==> src/rtl/mux_stream_nto1.sv <==
// mux_stream_nto1: N-channel, W-bit valid/ready stream multiplexer with one
// output register stage. The grant comes either from an external select
// (manual, mode=0) or from a round-robin scan over valid channels (mode=1).
//
// Ports:
//   clk        rising-edge clock
//   rst_n      synchronous active-low reset
//   in_data    NCH*WIDTH packed channel words, channel i at [i*WIDTH +: WIDTH]
//   in_valid   per-channel valid
//   in_ready   per-channel accept, one-hot or zero
//   mode       0 = manual (sel), 1 = round-robin scan
//   sel        manual channel index
//   out_data   registered selected word
//   out_ch     channel index that produced out_data
//   out_valid  out_data/out_ch hold a word
//   out_ready  consumer accepts the word this cycle
module mux_stream_nto1 #(
   parameter int unsigned  WIDTH = 8,
   parameter int unsigned  NCH   = 8,
   localparam int unsigned SELW  = (NCH > 1) ? $clog2(NCH) : 1
) (
   input  logic                   clk,
   input  logic                   rst_n,
   input  logic [NCH*WIDTH-1:0]   in_data,
   input  logic [NCH-1:0]         in_valid,
   output logic [NCH-1:0]         in_ready,
   input  logic                   mode,
   input  logic [SELW-1:0]        sel,
   output logic [WIDTH-1:0]       out_data,
   output logic [SELW-1:0]        out_ch,
   output logic                   out_valid,
   input  logic                   out_ready
);

   logic [WIDTH-1:0] out_data_q,  out_data_d;
   logic [SELW-1:0]  out_ch_q,    out_ch_d;
   logic             out_valid_q, out_valid_d;
   logic [SELW-1:0]  rr_last_q,   rr_last_d;

   logic             load_en;
   logic             grant_ok;
   logic [SELW-1:0]  grant;
   logic [WIDTH-1:0] grant_word;
   logic             xfer;

   logic [SELW-1:0]  scan_hi;
   logic [SELW-1:0]  scan_lo;
   logic             found_hi;
   logic             found_lo;

   // Output register accepts a new word when empty or being drained.
   assign load_en = !out_valid_q || out_ready;

   // Grant selection. Scan mode splits the ring into channels above rr_last
   // (searched first) and channels at or below it (the wrap-around part).
   // Manual mode matches sel against real channel indices only, so an
   // out-of-range sel simply finds no channel.
   always_comb begin
      grant    = '0;
      grant_ok = 1'b0;
      scan_hi  = '0;
      scan_lo  = '0;
      found_hi = 1'b0;
      found_lo = 1'b0;
      if (!mode) begin
         for (int unsigned i = 0; i < NCH; i++) begin
            if (sel == SELW'(i)) begin
               grant    = SELW'(i);
               grant_ok = in_valid[i];
            end
         end
      end else begin
         for (int unsigned i = 0; i < NCH; i++) begin
            if (in_valid[i]) begin
               if ((SELW'(i) > rr_last_q) && !found_hi) begin
                  scan_hi  = SELW'(i);
                  found_hi = 1'b1;
               end
               if ((SELW'(i) <= rr_last_q) && !found_lo) begin
                  scan_lo  = SELW'(i);
                  found_lo = 1'b1;
               end
            end
         end
         grant    = found_hi ? scan_hi : scan_lo;
         grant_ok = found_hi || found_lo;
      end
   end

   // Granted word mux; compare-and-select keeps out-of-range grants X-free.
   always_comb begin
      grant_word = '0;
      for (int unsigned i = 0; i < NCH; i++) begin
         if (grant == SELW'(i)) begin
            grant_word = in_data[i*WIDTH +: WIDTH];
         end
      end
   end

   assign xfer = load_en && grant_ok;

   // One-hot accept toward the granted channel, forced low during reset.
   always_comb begin
      in_ready = '0;
      for (int unsigned i = 0; i < NCH; i++) begin
         in_ready[i] = rst_n && xfer && (grant == SELW'(i));
      end
   end

   // Next state of the output stage and round-robin pointer.
   always_comb begin
      out_data_d  = out_data_q;
      out_ch_d    = out_ch_q;
      out_valid_d = out_valid_q;
      rr_last_d   = rr_last_q;
      if (load_en) begin
         if (grant_ok) begin
            out_data_d  = grant_word;
            out_ch_d    = grant;
            out_valid_d = 1'b1;
            if (mode) begin
               rr_last_d = grant;
            end
         end else begin
            out_valid_d = 1'b0;
         end
      end
   end

   // State registers; reset parks rr_last so the first scan starts at ch0.
   always_ff @(posedge clk) begin
      if (!rst_n) begin
         out_data_q  <= '0;
         out_ch_q    <= '0;
         out_valid_q <= 1'b0;
         rr_last_q   <= SELW'(NCH - 1);
      end else begin
         out_data_q  <= out_data_d;
         out_ch_q    <= out_ch_d;
         out_valid_q <= out_valid_d;
         rr_last_q   <= rr_last_d;
      end
   end

   assign out_data  = out_data_q;
   assign out_ch    = out_ch_q;
   assign out_valid = out_valid_q;

endmodule

==> config.mk <==
export PLATFORM = sky130hd
export DESIGN_NAME = mux_stream_nto1
export DESIGN_NICKNAME = d
export VERILOG_FILES = /design/src/rtl/mux_stream_nto1.sv
export SDC_FILE = /design/constraint.sdc
export NUM_CORES = 1
export LEC_CHECK = 0
export BUFFER_PORTS_ARGS = -buffer_cell sky130_fd_sc_hd__clkbuf_2
export CAP_MARGIN = 20
export CORE_MARGIN = 2
export CORE_UTILIZATION = 40
export CTS_CLUSTER_SIZE = 10
export DETAILED_ROUTE_END_ITERATION = 7
export GPL_ROUTABILITY_DRIVEN = 0
export PLACE_DENSITY = 0.77
export SLEW_MARGIN = 15
export SYNTH_ARGS = -nofsm -noshare
export SYNTH_HDL_FRONTEND = slang
export SYNTH_SLANG_ARGS = --single-unit
==> constraint.sdc <==
create_clock -name clk -period 12.05 [get_ports clk]
set_input_delay 3.615 -clock clk [delete_from_list [all_inputs] [get_ports clk]]
set_output_delay 3.615 -clock clk [all_outputs]
set_load 0.01 [all_outputs]
==> summary.md, run 1 <==
| Metric | Value |
|---|---|
| Power per standard cell area | `110 mW/mm2` |
| Critical R2R Launch | `rr_last_q[2]` |
| Total nets after synthesis | `between 300 and 400` |
| Clock skew | `about 0.00059 ns` |
| Multi-input logic area | `roughly 0.0013 mm2` |
| Status | `finished clean` |
| Global route overflow | `0` |
| Leakage | `1.09 nW` |
| Worst-path clk slew | `~0.06 ns` |
| Clk_lat worst skew | `0.25 ns` |
| Worst hold slack | `0.454 ns` |
| Switching Share | `0.432` |
| Dpl ws | `2.03 ns` |
| Nets@finish | `between 300 and 400` |
| Post-DRT Antenna Nets | `0` |
| Yosys warns | `0` |
| Hold buffers post-CTS | `0` |
| Crit path max-delay family | `compound AO/OA/AOI/OAI gates` |
| Register area | `~300 um2` |
| Post-CTS Setup Inserts | `0` |
| Clk buf depth | `2` |
| Clock power frac | `0.172` |
| Worst setup slack after layout | `approximately 2.0 ns` |
| Worst slew margin | `0.462` |
| Die area | `between 0.005 and 0.006 mm2` |
| Core Footprint | `around 0.0043 mm2` |
| Antenna violations before repair | `0` |
| Top_reg_cell synth | `dfxtp_1` |
| Drt total wl | `about 5700 um` |
| Syn_area_per_cell | `about 7.9 um2` |
| Filler instances | `between 400 and 500` |
| DRC | `0` |
| Worst-path fanout max | `12` |
| Hold path start | `out_data[5]` |
| Unrepaired setup endpoints after global routing | `false` |
| Slowest library cell on the worst path | `a21oi_1` |
| Final Critical Period | `between 10 and 15 ns` |
| Chip height | `approximately 70 um` |
| Final Hold Viols | `0` |
| I/O pin count | `99` |
| Number of port buffers | `a little under 100` |
| Root Driver | `clkbuf_8` |
| Vias in the first global route | `1936` |
| Pin count of the biggest net entering global routing | `22` |
| Int Power | `about 0.14 mW` |
| Diodes inserted | `0` |
| Starting Density | `0.413` |
| Worst setup SP type | `primary input` |
| Layout Area Growth over Synthesis | `28.1%` |
| Setup Crit Path Kind | `primary input to primary output` |
| Tot Pwr | `~0.25 mW` |
| Worst-path cell chain | `clkbuf_2 > nor3b_1 > a2111oi_2 > or3b_4 > a41oi_1 > a211oi_1 > a21oi_1 > nand2_1 > nor3_1 > clkbuf_2` |
| Setup crit start | `in_valid[5]` |
| WL per Instance | `around 16 um` |
| Min-Delay Path Class | `flip-flop to flip-flop` |
| Combinational Power Share | `0.562` |
| Aggregate global-route resource usage | `0.223` |
| Die X | `between 70 and 80 um` |
| Worst-margin pin slew | `around 0.81 ns` |
| Share of cells above drive strength 1 | `0.422` |
| CTS Buf Count | `3` |
| DR vias/cell | `roughly 5.8` |
| Fmax | `100 MHz` |
| Commonest non-fill, non-tap cells in the layout | `98 x clkbuf_2, 31 x nand2_1, 24 x nor2_1` |
| TritonCTS Sinks | `15` |
| Seq/Total Area, Yosys | `0.168` |
| First-pass GRT wire length | `9070 um` |
| # H-tree levels | `1` |
| Psw | `around 0.11 mW` |
| Post-Synthesis Cells | `roughly 230` |
| Cell variety after synth | `65` |
| Post-DP HPWL | `roughly 4500 um` |
| Final-report setup violation count | `0` |
| R2R depth | `9` |
| Period utilization | `0.830` |
| Max Slew Vio Count | `0` |
| VDD IR max | `between 0.05 and 0.06 mV` |
| Number of enable flip-flop cells after synthesis | `0` |
| Core Util, Final | `0.528` |
| Async set or reset register ratio after synthesis | `0` |
| Buffers & Inverters on Critical Path | `2` |
| FF+latch count, synth | `15` |
| Hold Path Depth | `2` |
| Critical Path AT | `6.39 ns` |
| Largest stage delay, worst path | `0.67 ns` |
| Mapped cell area | `0.00178 mm2` |
| CTS tree | `yes` |
| DR iter-0 viols | `120` |
| Worst EP required | `around 8.4 ns` |
| Pre-Repair DR Iteration Count | `4` |
| Commonest non-fill, non-tap cell in the layout | `clkbuf_2` |
| Routed via count | `between 2000 and 2500` |
| Sequential power share | `0.266` |
| Cell mode on critical path | `clkbuf_2` |
| Post-cts resize count | `0` |
| CP Capture Type | `primary output` |
| Fin Setup TNS | `0 ns` |
| Row count | `24` |
| Critical path depth | `10` |
| Max Cap Viol | `0` |
cells by family (layout without fill, tap and decap cells):
logic type | after synthesis | after routing | share of synthesized area
AND/OR/NAND/NOR | 94 | 94 | 0.261
flip-flops | 15 | 15 | 0.168
AO/OA/AOI/OAI | 80 | 80 | 0.381
multiplexers | 14 | 14 | 0.112
buffers and inverters | 23 | 110 | 0.0771
per-layer routing:
| metal | track usage | vias to the layer above | wire length [um] |
|---|---|---|---|
| met1 | 0.281 | 980 | 2350 |
| met3 | 0.0370 | 13 | 466 |
| met2 | 0.377 | 102 | 2720 |
| li1 | - | 1037 | - |
| met4 | 0.0901 | 0 | 134 |
| met5 | 0 | - | 0 |
power groups by stage:
stage	clock network, mW	registers, mW	logic, mW
2_1_floorplan	0	0.0671	0.104
3_3_place_gp	0	0.0674	0.136
3_5_place_dp	0	0.0676	0.140
4_1_cts	0.0438	0.0666	0.140
5_1_grt	0.0468	0.0681	0.154
6_report	0.0429	0.0667	0.141
flip-flops by register name, indices dropped and copies added (netlist names):
register   count
out_ch         3
out_data       8
out_valid      1
rr_last_q      3
path summary, 6_finish.rpt:
check                end  slack [ns]
max          in_ready[3]        2.05
min          out_data[5]        0.45
max reg2reg  out_data[4]        8.50
min reg2reg  out_data[5]        0.45
worst register-to-register path, stage by stage, from the launching register on:
cell	delay (ns)
dfxtp_1	0.61
o21ba_1	0.24
a2111oi_2	0.27
or3b_4	0.45
a31oi_4	0.19
a311oi_4	0.20
nor2_4	0.57
mux4_1	0.65
nand3_1	0.13
o221ai_2	0.09
cell usage after synthesis (4+ instances only):
| master | count | area [um2] |
|---|---|---|
| o31ai_2 | 4 | 50.1 |
| a211oi_1 | 4 | 30.0 |
| buf_2 | 4 | 20.0 |
| mux2i_1 | 5 | 50.1 |
| inv_1 | 6 | 22.5 |
| nor2b_1 | 8 | 50.1 |
| o31ai_1 | 8 | 60.1 |
| o32ai_1 | 4 | 35.0 |
| nor3_1 | 10 | 50.1 |
| clkbuf_1 | 7 | 26.3 |
| nand3_1 | 5 | 25.0 |
| nor2_1 | 24 | 90.1 |
| a21oi_1 | 9 | 45.0 |
| dfxtp_1 | 15 | 300 |
| o21ai_0 | 10 | 50.1 |
| nand2_1 | 31 | 116 |
cell type report:
type	instances	share of cell area
clock inverters	1	0.00329
repair buffers	99	0.218
well taps	52	0.0285
multi-input cells	188	0.589
clock buffers	3	0.0181
inverters	7	0.0115
flip-flops and latches	15	0.131
through the flow:
stage | instance area (um2) | instances
after floorplan | 1780 | 226
after global placement | 2230 | 360
after detailed placement | 2240 | 361
after CTS | 2280 | 365
after global routing | 2280 | 365
final | 2280 | 365
Power figures use the tool's default switching activity.
==> run 2: changes to the inputs <==
--- a/config.mk
+++ b/config.mk
@@ -5,6 +5,7 @@
 export SDC_FILE = /design/constraint.sdc
 export NUM_CORES = 1
 export LEC_CHECK = 0
+export ABC_AREA = 1
 export BUFFER_PORTS_ARGS = -buffer_cell sky130_fd_sc_hd__clkbuf_2
 export CAP_MARGIN = 20
 export CORE_MARGIN = 2
@@ -12,7 +13,7 @@
 export CTS_CLUSTER_SIZE = 10
 export DETAILED_ROUTE_END_ITERATION = 7
 export GPL_ROUTABILITY_DRIVEN = 0
-export PLACE_DENSITY = 0.77
+export PLACE_DENSITY = 0.79
 export SLEW_MARGIN = 15
 export SYNTH_ARGS = -nofsm -noshare
 export SYNTH_HDL_FRONTEND = slang
==> constraint.sdc (replaced) <==
create_clock -name clk -period 9.6 [get_ports clk]
set_input_delay 2.88 -clock clk [delete_from_list [all_inputs] [get_ports clk]]
set_output_delay 2.88 -clock clk [all_outputs]
set_load 0.01 [all_outputs]
==> summary.md, run 2 <==
| Metric | Value |
|---|---|
| Status | `finished clean (unchanged)` |
| Post-Synthesis Cells | `287 (was 226)` |
| Tot Pwr | `0.284 mW (was 0.250 mW)` |
| VDD IR max | `0.106 mV (was 0.0516 mV)` |
| CTS tree | `yes (unchanged)` |
| Worst setup SP type | `primary input (unchanged)` |
| Worst EP required | `6.72 ns (was 8.43 ns)` |
| Mapped cell area | `0.00164 mm2 (was 0.00178 mm2)` |
| Fin Setup TNS | `0 ns (unchanged)` |
| Syn_area_per_cell | `5.72 um2 (was 7.89 um2)` |
| Post-cts resize count | `0 (unchanged)` |
| Buffers & Inverters on Critical Path | `3 (was 2)` |
| Slowest library cell on the worst path | `nor2_1 (was a21oi_1)` |
| Power per standard cell area | `129 mW/mm2 (was 110 mW/mm2)` |
| Clk buf depth | `2 (unchanged)` |
| Worst hold slack | `0.467 ns (was 0.454 ns)` |
| Critical Path AT | `5.12 ns (was 6.39 ns)` |
| Post-DP HPWL | `4280 um (was 4530 um)` |
| Pin count of the biggest net entering global routing | `35 (was 22)` |
| Diodes inserted | `0 (unchanged)` |
| Synth top area cells | `dfxtp_1 18%, nand2_1 16%, nand3_1 11% (was dfxtp_1 17%, nand2_1 6.5%, nor2_1 5.0%)` |
| Worst-margin pin slew | `0.661 ns (was 0.807 ns)` |
| Async set or reset register ratio after synthesis | `0 (unchanged)` |
| CTS Buf Count | `3 (unchanged)` |
| Worst slew margin | `0.558 (was 0.462)` |
| Root Driver | `clkbuf_8 (unchanged)` |
| DR vias/cell | `5.22 (was 5.84)` |
| Setup Crit Path Kind | `primary input to primary output (unchanged)` |
| Worst-path cell chain | `clkbuf_2 > o21ai_0 > nand2_1 > nor2_4 > nand4_1 > clkinv_1 > a221o_1 > nor2_1 > nand2_1 > nor4_1 > clkbuf_2 (was clkbuf_2 > nor3b_1 > a2111oi_2 > or3b_4 > a41oi_1 > a211oi_1 > a21oi_1 > nand2_1 > nor3_1 > clkbuf_2)` |
| Number of port buffers | `98 (unchanged)` |
| Die X | `68.0 um (was 70.8 um)` |
| Final Critical Period | `between 8 and 9 ns` |
| Aggregate global-route resource usage | `0.227 (was 0.223)` |
| Commonest non-fill, non-tap cell in the layout | `clkbuf_2 (unchanged)` |
| Hold buffers post-CTS | `0 (unchanged)` |
| TritonCTS Sinks | `15 (unchanged)` |
| Seq/Total Area, Yosys | `0.183 (was 0.168)` |
| Final-report setup violation count | `0 (unchanged)` |
| Unrepaired setup endpoints after global routing | `false (unchanged)` |
| Total nets after synthesis | `366 (was 305)` |
| Global route overflow | `0 (unchanged)` |
| Layout Area Growth over Synthesis | `33.6% (was 28.1%)` |
| Die area | `0.00463 mm2 (was 0.00501 mm2)` |
| Vias in the first global route | `1905 (was 1936)` |
| Commonest non-fill, non-tap cells in the layout | `98 x clkbuf_2, 70 x nand2_1, 46 x nor2_1 (was 98 x clkbuf_2, 31 x nand2_1, 24 x nor2_1)` |
| Chip height | `68.0 um (was 70.8 um)` |
| Antenna violations before repair | `0 (unchanged)` |
| Worst-path clk slew | `0.06 ns (about the same)` |
| Clk_lat worst skew | `0.25 ns (about the same)` |
| Most frequent cell after synthesis | `nand2_1 (unchanged)` |
| Starting Density | `0.413 (about the same)` |
| Drt total wl | `5330 um (was 5680 um)` |
| Cell variety after synth | `28 (was 65)` |
| Core Footprint | `0.00397 mm2 (was 0.00432 mm2)` |
| Clock skew | `0.00481 ns (was 0.000587 ns)` |
| DR iter-0 viols | `145 (was 120)` |
| WL per Instance | `12.3 um (was 15.6 um)` |
| Row count | `23 (was 24)` |
| Max Cap Viol | `0 (unchanged)` |
| DRC | `0 (unchanged)` |
| Leakage | `1.20 nW (was 1.09 nW)` |
| Routed via count | `2256 (was 2132)` |
| Worst-path fanout max | `12 (unchanged)` |
| Post-CTS Setup Inserts | `0 (unchanged)` |
| Final Hold Viols | `0 (unchanged)` |
| Fmax | `approximately 120 MHz` |
| Top_reg_cell synth | `dfxtp_1 (unchanged)` |
| CP Capture Type | `primary output (unchanged)` |
| Number of enable flip-flop cells after synthesis | `0 (unchanged)` |
| Crit path max-delay family | `simple AND/OR/NAND/NOR gates (was compound AO/OA/AOI/OAI gates)` |
| I/O pin count | `99 (unchanged)` |
| Nets@finish | `462 (was 393)` |
| Cell taking the most area after synthesis | `dfxtp_1 (unchanged)` |
| # H-tree levels | `1 (unchanged)` |
| Post-DRT Antenna Nets | `0 (unchanged)` |
| FF+latch count, synth | `15 (unchanged)` |
| Min-Delay Path Class | `flip-flop to flip-flop (unchanged)` |
| Max Slew Vio Count | `0 (unchanged)` |
| Period utilization | `0.834` |
| Yosys top cell area share | `0.183 (was 0.168)` |
| Synth cell count leaders | `70 x nand2_1, 46 x nor2_1, 37 x nand3_1 (was 31 x nand2_1, 24 x nor2_1, 15 x dfxtp_1)` |
| Share of cells above drive strength 1 | `0.322 (was 0.422)` |
| Yosys warns | `0 (unchanged)` |
| Number of flip-flops in the largest register | `8 (unchanged)` |
| First-pass GRT wire length | `8250 um (was 9070 um)` |
| Pre-Repair DR Iteration Count | `5 (was 4)` |
| Largest stage delay, worst path | `0.52 ns (was 0.67 ns)` |
==> run 2: changes by cell type in the layout (fill, tap and decap cells not counted), moves of 5 or more <==
| cell | delta |
|---|---|
| nand2_1 | +39 |
| nand3_1 | +32 |
| nor2_1 | +22 |
| inv_1 | +21 |
| nand4_1 | +16 |
| a21oi_1 | +12 |
| nor2b_1 | -8 |
| o31ai_1 | -8 |
| nor3_1 | -7 |
| mux2i_1 | -5 |
==> run 2: worst paths after layout <==
kind	from	to	slack, ns	depth (start not counted)
setup / recovery	in_valid[2]	in_ready[1]	1.60	11
hold / removal	out_data[6]	out_data[6]	0.47	2
setup reg to reg	rr_last_q[2]	rr_last_q[0]	6.76	13
hold reg to reg	out_data[6]	out_data[6]	0.47	2
==> run 2: per-stage QoR <==
step	setup slack, ns	cell area [um2]	instances	util
6_report	1.60	2190	432	0.552
5_1_grt	1.33	2190	432	0.552
2_1_floorplan	2.20	1640	287	-
3_3_place_gp	1.76	2150	428	0.540
4_1_cts	1.64	2190	432	0.552
3_5_place_dp	1.66	2150	428	0.540
==> run 2: worst register-to-register path: stages, from the launching register on <==
cell	delay, ns
dfxtp_1	0.44
inv_2	0.10
nand2_1	0.07
nand2_1	0.06
nand2_1	0.12
nor2_4	0.06
nand4_1	0.10
clkinv_1	0.09
a221o_1	0.34
nor2_1	0.52
inv_1	0.41
nor2_1	0.29
a21oi_1	0.10
o21ai_0	0.07
==> run 2: report_power, final <==
group,internal [mW],total [mW],switching [mW]
logic,0.0548,0.154,0.0992
registers,0.0724,0.0788,0.00639
clock network,0.0294,0.0508,0.0214
total,0.157,0.284,0.127
==> run 2: final cells by class <==
cell class / instances / area [um2]
inverters: 33 / 126
clock buffers: 4 / 45.0
fillers: 405 / 1780
repair buffers: 99 / 498
multi-input cells: 231 / 1160
well taps: 50 / 62.6
flip-flops and latches: 15 / 300
==> run 2: kinds of logic after synthesis <==
family | count (synthesis) | share of synthesized area
AOI/OAI and AO/OA | 37 | 0.126
buffers and inverters | 41 | 0.111
DFF | 15 | 0.183
and+or+nand+nor | 194 | 0.580
==> run 2: routing by layer <==
metal	share of wire	global-route usage	vias up
li1	-	-	1149
met1	0.45	0.322	994
met2	0.46	0.365	105
met3	0.084	0.0214	8
met4	0.011	0.0575	0
met5	0	0	-
==> run 3: changes to the inputs <==
==> constraint.sdc (replaced) <==
create_clock -name clk -period 8 [get_ports clk]
set_input_delay 2.4 -clock clk [delete_from_list [all_inputs] [get_ports clk]]
set_output_delay 2.4 -clock clk [all_outputs]
set_load 0.01 [all_outputs]
==> summary.md, run 3 (synthesis gave the netlist of run 2 again) <==
| Metric | Value |
|---|---|
| Status | `finished clean (unchanged)` |
| Final Critical Period | `~6.8 ns` |
| CTS Buf Count | `3 (unchanged)` |
| Final instance area | `0.00220 mm2 (was 0.00219 mm2)` |
| First-pass GRT wire length | `8200 um (was 8250 um)` |
| Post-DRT Antenna Nets | `0 (unchanged)` |
| Leakage | `1.20 nW (about the same)` |
| CP Capture Type | `primary output (unchanged)` |
| Period utilization | `0.853` |
| Core Util, Final | `0.555 (was 0.552)` |
| GR Util met1 | `0.309 (was 0.322)` |
| Number of port buffers | `98 (unchanged)` |
| Fmax | `between 100 and 150 MHz` |
| Cell Count, Final, Fillers Out | `433 (was 432)` |
| Worst-path fanout max | `15 (was 12)` |
| Chip height | `68.0 um (unchanged)` |
| Hold buffers post-CTS | `0 (unchanged)` |
| Dpl ws | `1.17 ns (was 1.66 ns)` |
| Vias in the first global route | `1896 (was 1905)` |
| Routed via count | `2272 (was 2256)` |
| Worst EP required | `5.60 ns (was 6.72 ns)` |
| Drt total wl | `5300 um (was 5330 um)` |
| Die X | `68.0 um (unchanged)` |
| Final-report setup violation count | `0 (unchanged)` |
| Nets@finish | `463 (was 462)` |
| Psw | `0.154 mW (was 0.127 mW)` |
| I/O pin count | `99 (unchanged)` |
| Clock skew | `0.00675 ns (was 0.00481 ns)` |
| Placed insts | `429 (was 428)` |
| Hold Path Depth | `2 (unchanged)` |
| VDD IR max | `0.144 mV (was 0.106 mV)` |
| Final Hold Viols | `0 (unchanged)` |
| Post-CTS Setup Inserts | `0 (unchanged)` |
| Largest stage delay, worst path | `0.25 ns (was 0.52 ns)` |
| Worst-margin pin slew | `0.500 ns (was 0.661 ns)` |
| Gr busiest metal | `met2 (unchanged)` |
| Combinational Power Share | `0.537 (was 0.543)` |
| Worst-path cell chain | `clkbuf_2 > o21ai_0 > nand2_1 > nor2_4 > nand4_1 > clkinv_1 > nand2_1 > nand3_1 > nand2_2 > inv_4 > nand2_1 > nor2_4 > inv_2 > nor2_1 > clkbuf_2 (was clkbuf_2 > o21ai_0 > nand2_1 > nor2_4 > nand4_1 > clkinv_1 > a221o_1 > nor2_1 > nand2_1 > nor4_1 > clkbuf_2)` |
| Core Footprint | `0.00397 mm2 (unchanged)` |
| TritonCTS Sinks | `15 (unchanged)` |
| DR vias/cell | `5.25 (was 5.22)` |
| Unrepaired setup endpoints after global routing | `false (unchanged)` |
| Worst hold slack | `0.469 ns (was 0.467 ns)` |
| Pre-Repair DR Iteration Count | `5 (unchanged)` |
| Min-Delay Path Class | `flip-flop to flip-flop (unchanged)` |
| Met3 GRT Util | `0.0362 (was 0.0214)` |
| Commonest non-fill, non-tap cell in the layout | `clkbuf_2 (unchanged)` |
| DR iter-0 viols | `134 (was 145)` |
| Max Cap Viol | `0 (unchanged)` |
| Antenna violations before repair | `0 (unchanged)` |
| Diodes inserted | `0 (unchanged)` |
| WL per Instance | `12.2 um (was 12.3 um)` |
| Fin Setup TNS | `0 ns (unchanged)` |
| Root Driver | `clkbuf_8 (unchanged)` |
| DRC | `0 (unchanged)` |
| Die area | `0.00463 mm2 (unchanged)` |
| Layout Area Growth over Synthesis | `34.2% (was 33.6%)` |
| Sequential power share | `0.277 (was 0.278)` |
| Clock power frac | `0.186 (was 0.179)` |
| Commonest non-fill, non-tap cells in the layout | `98 x clkbuf_2, 70 x nand2_1, 46 x nor2_1 (unchanged)` |
| Worst-path clk slew | `0.06 ns (about the same)` |
| GR Util met2 | `0.367 (was 0.365)` |
| Area post-placement | `0.00215 mm2 (about the same)` |
| Int Power | `0.188 mW (was 0.157 mW)` |
| Critical Path AT | `4.42 ns (was 5.12 ns)` |
| Worst setup SP type | `primary input (unchanged)` |
| Tot Pwr | `0.342 mW (was 0.284 mW)` |
| Max Slew Vio Count | `0 (unchanged)` |
| Global route overflow | `0 (unchanged)` |
| Post-cts resize count | `0 (unchanged)` |
| Worst slew margin | `0.667 (was 0.558)` |
| Filler instances | `401 (was 405)` |
| Switching Share | `0.450 (was 0.448)` |
| Pin count of the biggest net entering global routing | `35 (unchanged)` |
| Setup Crit Path Kind | `primary input to primary output (unchanged)` |
| Clk buf depth | `2 (unchanged)` |
| Clk_lat worst skew | `0.25 ns (about the same)` |
| Starting Density | `0.413 (unchanged)` |
| Row count | `23 (unchanged)` |
| Post-DP HPWL | `4260 um (was 4280 um)` |
| Worst setup slack after layout | `1.18 ns (was 1.60 ns)` |
| CTS tree | `yes (unchanged)` |
| Number of flip-flops in the largest register | `8 (unchanged)` |
| R2R depth | `18 (was 13)` |
| Share of cells above drive strength 1 | `0.326 (was 0.322)` |
| Aggregate global-route resource usage | `0.226 (was 0.227)` |
| Power per standard cell area | `155 mW/mm2 (was 129 mW/mm2)` |
| Slowest library cell on the worst path | `nand2_2 (was nor2_1)` |
| # H-tree levels | `1 (unchanged)` |
| Cell mode on critical path | `nand2_1` |
run 3: worst max-delay path, delay by kind of cell:
kind | cells | cell delay [ns]
AO/OA/AOI/OAI | 1 | 0.07
buffers and inverters | 5 | 0.67
AND/OR/NAND/NOR | 9 | 1.26
run 3: final timing paths:
path | start | to | slack (ns)
worst max-delay path | in_valid[2] | in_ready[7] | 1.18
worst min-delay path | out_data[3] | out_data[3] | 0.47
worst max register to register | rr_last_q[2] | out_data[0] | 5.35
worst min register to register | out_data[3] | out_data[3] | 0.47
run 3: power by group through the flow:
| stage | registers, mW | clock network, mW | logic (mW) |
|---|---|---|---|
| 5_1_grt | 0.0958 | 0.0662 | 0.208 |
| 4_1_cts | 0.0946 | 0.0638 | 0.183 |
| 3_5_place_dp | 0.0960 | 0 | 0.182 |
| 6_report | 0.0949 | 0.0636 | 0.184 |
| 3_3_place_gp | 0.0961 | 0 | 0.180 |
| 2_1_floorplan | 0.0996 | 0 | 0.123 |
run 3: area by class of cell:
| type | count | area (um2) | area share |
|---|---|---|---|
| Clock inverter | 1 | 7.51 | 0.00341 |
| Multi-Input combinational cell | 231 | 1160 | 0.526 |
| Inverter | 33 | 126 | 0.0574 |
| Timing Repair Buffer | 100 | 505 | 0.230 |
| Clock buffer | 3 | 41.3 | 0.0188 |
| Tap cell | 50 | 62.6 | 0.0284 |
| Sequential cell | 15 | 300 | 0.136 |
run 3: metal layers:
metal	routed length, um	part of all wire	vias up
li1	-	-	1154
met1	2350	0.44	1000
met2	2420	0.46	106
met3	458	0.086	12
met4	71	0.013	0
met5	0	0	-
